### src/rtl/gray_binary_conv_pipe.sv
// gray_binary_conv_pipe: elastic, valid/ready pipelined Gray<->binary converter with per-beat direction.
// Define GRAY_STEP_CHK_EN to flag Gray-mode inputs that move more than one bit from the previous one.
module gray_binary_conv_pipe #(
    parameter int WIDTH  = 8,
    parameter int STAGES = 2
) (
    input  logic             clk,
    input  logic             rst,
    input  logic             in_valid,
    output logic             in_ready,
    input  logic [WIDTH-1:0] in_data,
    input  logic             in_mode,
    output logic             out_valid,
    input  logic             out_ready,
    output logic [WIDTH-1:0] out_data,
    output logic             out_mode,
    output logic             out_err
);

    localparam int CHUNK = (WIDTH + STAGES - 1) / STAGES;

    logic [STAGES-1:0] valid_q, mode_q, err_q;
    logic [WIDTH-1:0]  data_q [STAGES];
    logic [STAGES-1:0] valid_d, mode_d, err_d;
    logic [WIDTH-1:0]  data_d [STAGES];
    logic [STAGES-1:0] load;
    logic              err_in;

    // Resolves chunk k (MSB-first) of a partially converted word; bits above it are already binary.
    function automatic logic [WIDTH-1:0] resolve_chunk(input logic [WIDTH-1:0] w, input int k);
        logic [WIDTH-1:0] r;
        int hi;
        int lo;
        r  = w;
        hi = WIDTH - 1 - k * CHUNK;
        lo = hi - CHUNK + 1;
        for (int i = WIDTH - 2; i >= 0; i--) begin
            if (i <= hi && i >= lo) r[i] = r[i+1] ^ r[i];
        end
        return r;
    endfunction

    // Stage k can load when any stage from k down to the output has room this cycle.
    always_comb begin
        for (int k = 0; k < STAGES; k++) begin
            load[k] = out_ready;
            for (int j = k; j < STAGES; j++) begin
                if (!valid_q[j]) load[k] = 1'b1;
            end
        end
    end

    assign in_ready = load[0] && !rst;

    always_comb begin
        // NOTE: every combinational output gets a default first so no path can infer a latch.
        valid_d = '0;
        mode_d  = '0;
        err_d   = '0;
        for (int k = 0; k < STAGES; k++) data_d[k] = '0;

        valid_d[0] = in_valid;
        mode_d[0]  = in_mode;
        err_d[0]   = err_in;
        data_d[0]  = in_mode ? (in_data ^ (in_data >> 1)) : resolve_chunk(in_data, 0);

        for (int k = 1; k < STAGES; k++) begin
            valid_d[k] = valid_q[k-1];
            mode_d[k]  = mode_q[k-1];
            err_d[k]   = err_q[k-1];
            data_d[k]  = mode_q[k-1] ? data_q[k-1] : resolve_chunk(data_q[k-1], k);
        end
    end

    always_ff @(posedge clk or posedge rst) begin
        if (rst) begin
            valid_q <= '0;
            mode_q  <= '0;
            err_q   <= '0;
            // NOTE: the stage data array is reset too, so out_data reads 0 after reset rather than X.
            for (int k = 0; k < STAGES; k++) data_q[k] <= '0;
        end else begin
            // NOTE: non-blocking so each stage captures its upstream neighbour's pre-edge value.
            for (int k = 0; k < STAGES; k++) begin
                if (load[k]) begin
                    valid_q[k] <= valid_d[k];
                    if (valid_d[k]) begin
                        data_q[k] <= data_d[k];
                        mode_q[k] <= mode_d[k];
                        err_q[k]  <= err_d[k];
                    end
                end
            end
        end
    end

`ifdef GRAY_STEP_CHK_EN
    logic [WIDTH-1:0] last_gray_q;
    logic             hist_q;
    logic [WIDTH-1:0] step_diff;

    // More than one bit set <=> clearing the lowest set bit still leaves something.
    assign step_diff = in_data ^ last_gray_q;
    assign err_in    = hist_q && !in_mode && ((step_diff & (step_diff - WIDTH'(1))) != '0);

    always_ff @(posedge clk or posedge rst) begin
        if (rst) begin
            last_gray_q <= '0;
            hist_q      <= 1'b0;
        end else if (in_valid && in_ready && !in_mode) begin
            last_gray_q <= in_data;
            hist_q      <= 1'b1;
        end
    end
`else
    assign err_in = 1'b0;
`endif

    assign out_valid = valid_q[STAGES-1];
    assign out_data  = data_q[STAGES-1];
    assign out_mode  = mode_q[STAGES-1];
    assign out_err   = err_q[STAGES-1];

endmodule
### config.mk
export PLATFORM = sky130hd
export DESIGN_NAME = gray_binary_conv_pipe
export DESIGN_NICKNAME = d
export VERILOG_FILES = /design/src/rtl/gray_binary_conv_pipe.sv
export SDC_FILE = /design/constraint.sdc
export NUM_CORES = 1
export LEC_CHECK = 0
export BUFFER_PORTS_ARGS = -buffer_cell sky130_fd_sc_hd__buf_4
export CAP_MARGIN = 20
export CORE_MARGIN = 1
export CORE_UTILIZATION = 51
export CTS_CLUSTER_DIAMETER = 50
export DETAILED_ROUTE_END_ITERATION = 16
export PLACE_DENSITY = 0.77
export SLEW_MARGIN = 20
export SYNTH_ARGS = -nofsm -noshare
export SYNTH_HDL_FRONTEND = slang
export SYNTH_SLANG_ARGS = --single-unit
### constraint.sdc
create_clock -name clk -period 1.9 [get_ports clk]
set_input_delay 0 -clock clk [delete_from_list [all_inputs] [get_ports clk]]
set_output_delay 0 -clock clk [all_outputs]
set_load 0.02 [all_outputs]
==> results.json <==
{
  "outcome": "completed",
  "path_class": "flop to flop",
  "finalMaxSlewViolations": 0,
  "r2r_start": "data_q[11]$_DFFE_PP0P_",
  "die_area_sq_um": 2150,
  "cts_root_buffer": "clkbuf_4",
  "cts_sinks": 20,
  "antenna_found_initial": 0,
  "startpoint": "data_q[11]$_DFFE_PP0P_",
  "pin_count": 25,
  "syn_inst": 100,
  "initialDrtViolationCount": 10,
  "clkLatencyLatePin_ns": 0.30,
  "path_depth": 4,
  "hold_violations": 0,
  "ys_types": 19,
  "path_delay_family": "XOR/XNOR gates",
  "gp_congestion": 0.706,
  "final_common_cell": "buf_4",
  "required_ns": 2.14,
  "grt_setup_unrepaired": "false",
  "synth_area_per_cell_sq_um": 10.1,
  "final_util": 0.705,
  "numCtsBuffers": 3,
  "finalNetCount": 139,
  "tritoncts": "yes",
  "post-cts-setup-buffer-count": 0,
  "postCtsHoldBufs": 7,
  "arrival_ns": 1.85,
  "core-area_sq_um": 1780,
  "post_dp_cell_area_sq_um": 1150,
  "cts-resized-gates": 0,
  "drv_cap": 0,
  "drt-pass1-iter-count": 4,
  "dp.cells": 139,
  "grt_overflow_total": 0,
  "h-tree-depth": 1,
  "yosysSeqAreaShare": 0.498,
  "ant_nets": 0,
  "grt_pass1_vias": 634,
  "clkTransAtPathRegs_ns": 0.11,
  "critPathLaunchType": "flop",
  "leakagePower_nw": 0.600,
  "syn2layout_area_growth_pct": 24.9,
  "crit_chain": "xnor3_2 -> xor2_1 -> or4_1 -> nand3_1",
  "synth_seq_cells": 20,
  "hold_class": "primary input to flop",
  "stdcell_count": 150,
  "max_stage_delay_ns": 0.46,
  "num_rows": 15,
  "yosysWarnings": 0,
  "synth_nets": 113,
  "grt_pass1_wl_microns": 2720,
  "synth_area_sq_um": 1010,
  "start_util": 0.564,
  "stdcell_area_sq_um": 1260,
  "cp_slowest_cell": "xnor3_2",
  "finClkSkew_ns": 0.000847,
  "vias": 702,
  "p_per_area_nw_per_um2": 1030,
  "cts_buffer_depth": 2,
  "grt_max_degree": 22,
  "cp_max_fo": 4,
  "drive_gt1_frac": 0.280,
  "wl_microns": 1690,
  "worst_slack_ns": 0.292,
  "numPortBuffers": 23,
  "cp-end-kind": "flop",
  "grt_usage": 0.193,
  "layout_common_cells": "25 x buf_4, 23 x nand2_1, 20 x dfrtp_1, 10 x o21ai_0",
  "r2r_slack_ns": 0.29,
  "die_h_microns": 46.4,
  "finalCriticalPeriod_ns": 1.61,
  "setup_tns_ns": 0,
  "drc": 0,
  "dp_slack_ns": 0.309,
  "crit_path_end": "out_data[0]$_DFFE_PP0P_",
  "drt-vias-per-instance": 4.68,
  "vdd_drop_max_v": 0.000611,
  "die-width_microns": 46.4,
  "worst-r2r-cell-count": 4,
  "setup_viol": 0,
  "fmax_ghz": 0.622,
  "r2r_end": "out_data[0]$_DFFE_PP0P_",
  "critical_path_buf_inv_count": 0,
  "dpl.hpwl_microns": 1220,
  "diodes": 0,
  "wl_per_cell_microns": 11.3,
  "period_share": 0.847
}
## synth_stat cells (all sizes together)
cell type | instances | share of area
nor2 | 3 | 0.011
conb | 1 | 0.0037
nand3 | 1 | 0.0050
inv | 1 | 0.0037
mux2 | 5 | 0.056
dfrtp | 20 | 0.50
xor2 | 7 | 0.061
buf | 9 | 0.067
and2 | 2 | 0.012
nand2b | 3 | 0.019
or4 | 1 | 0.0075
xnor2 | 7 | 0.061
nor2b | 2 | 0.012
xnor3 | 1 | 0.024
o2111ai | 1 | 0.0087
o21ai | 10 | 0.050
nand3b | 1 | 0.0075
clkbuf | 2 | 0.0075
nand2 | 23 | 0.086
## state kept, by name (all words and copies together), names as in the netlist
register	flops
mode_q	2
valid_q	2
data_q	8
out_data	8
## power breakdown
group          leakage, nW  switching [mW]  internal, mW  total [mW]
Clock               0.0210           0.129         0.117       0.246
Combinational        0.337           0.226         0.233       0.459
Sequential           0.243          0.0689         0.524       0.593
Total                0.600           0.423         0.874        1.30
## worst register-to-register path, cell delays in order, from the launching register on
cell and delay [ns]:
dfrtp_1 0.44, xnor3_2 0.46, xor2_1 0.16, or4_1 0.40, nand3_1 0.10
## per-layer routing
metal  vias to the layer above  GRT usage  wire, microns
met5                         -          0              0
met4                         0      0.124             48
met3                         4     0.0471             67
met2                        22      0.303            882
met1                       315      0.234            695
li1                        361          -              -
## stage by stage
| step | power [mW] | hold slack, ns |
|---|---|---|
| 2_1_floorplan | 0.961 | -0.0310 |
| 3_3_place_gp | 1.04 | 0.0433 |
| 3_5_place_dp | 1.06 | 0.0495 |
| 4_1_cts | 1.31 | 0.00564 |
| 5_1_grt | 1.38 | 0.0309 |
| 6_report | 1.30 | 0.00869 |
## area by class of cell
type                            count  area (sq um)
Clock buffer                        4          36.3
Tap cell                           25          31.3
Inverter                            1          3.75
Fill cell                         150           527
Multi-Input combinational cell     68           427
Timing Repair Buffer               32           258
Sequential cell                    20           500
## logic make-up after synthesis
group	after synthesis	share of synthesized area
muxes	5	0.0560
and+or+nand+nor	36	0.160
xor gates and xnor gates	15	0.146
other	1	0.00373
DFF	20	0.498
buffers and inverters	12	0.0784
AOI/OAI and AO/OA	11	0.0585
## how the worst min path moves through the flow
stage | to | slack (ns) | cells past startpoint | startpoint
6_report | data_q[11]$_DFFE_PP0P_ | 0.009 | 3 | in_data[3]
5_1_grt | data_q[14]$_DFFE_PP0P_ | 0.03 | 3 | in_data[6]
4_1_cts | data_q[14]$_DFFE_PP0P_ | 0.006 | 3 | in_data[6]
3_5_place_dp | mode_q[1]$_DFFE_PP0P_ | 0.05 | 3 | rst
3_3_place_gp | mode_q[1]$_DFFE_PP0P_ | 0.04 | 3 | rst
2_1_floorplan | data_q[10]$_DFFE_PP0P_ | -0.03 | 1 | rst
(Power assumes the default switching activity.)
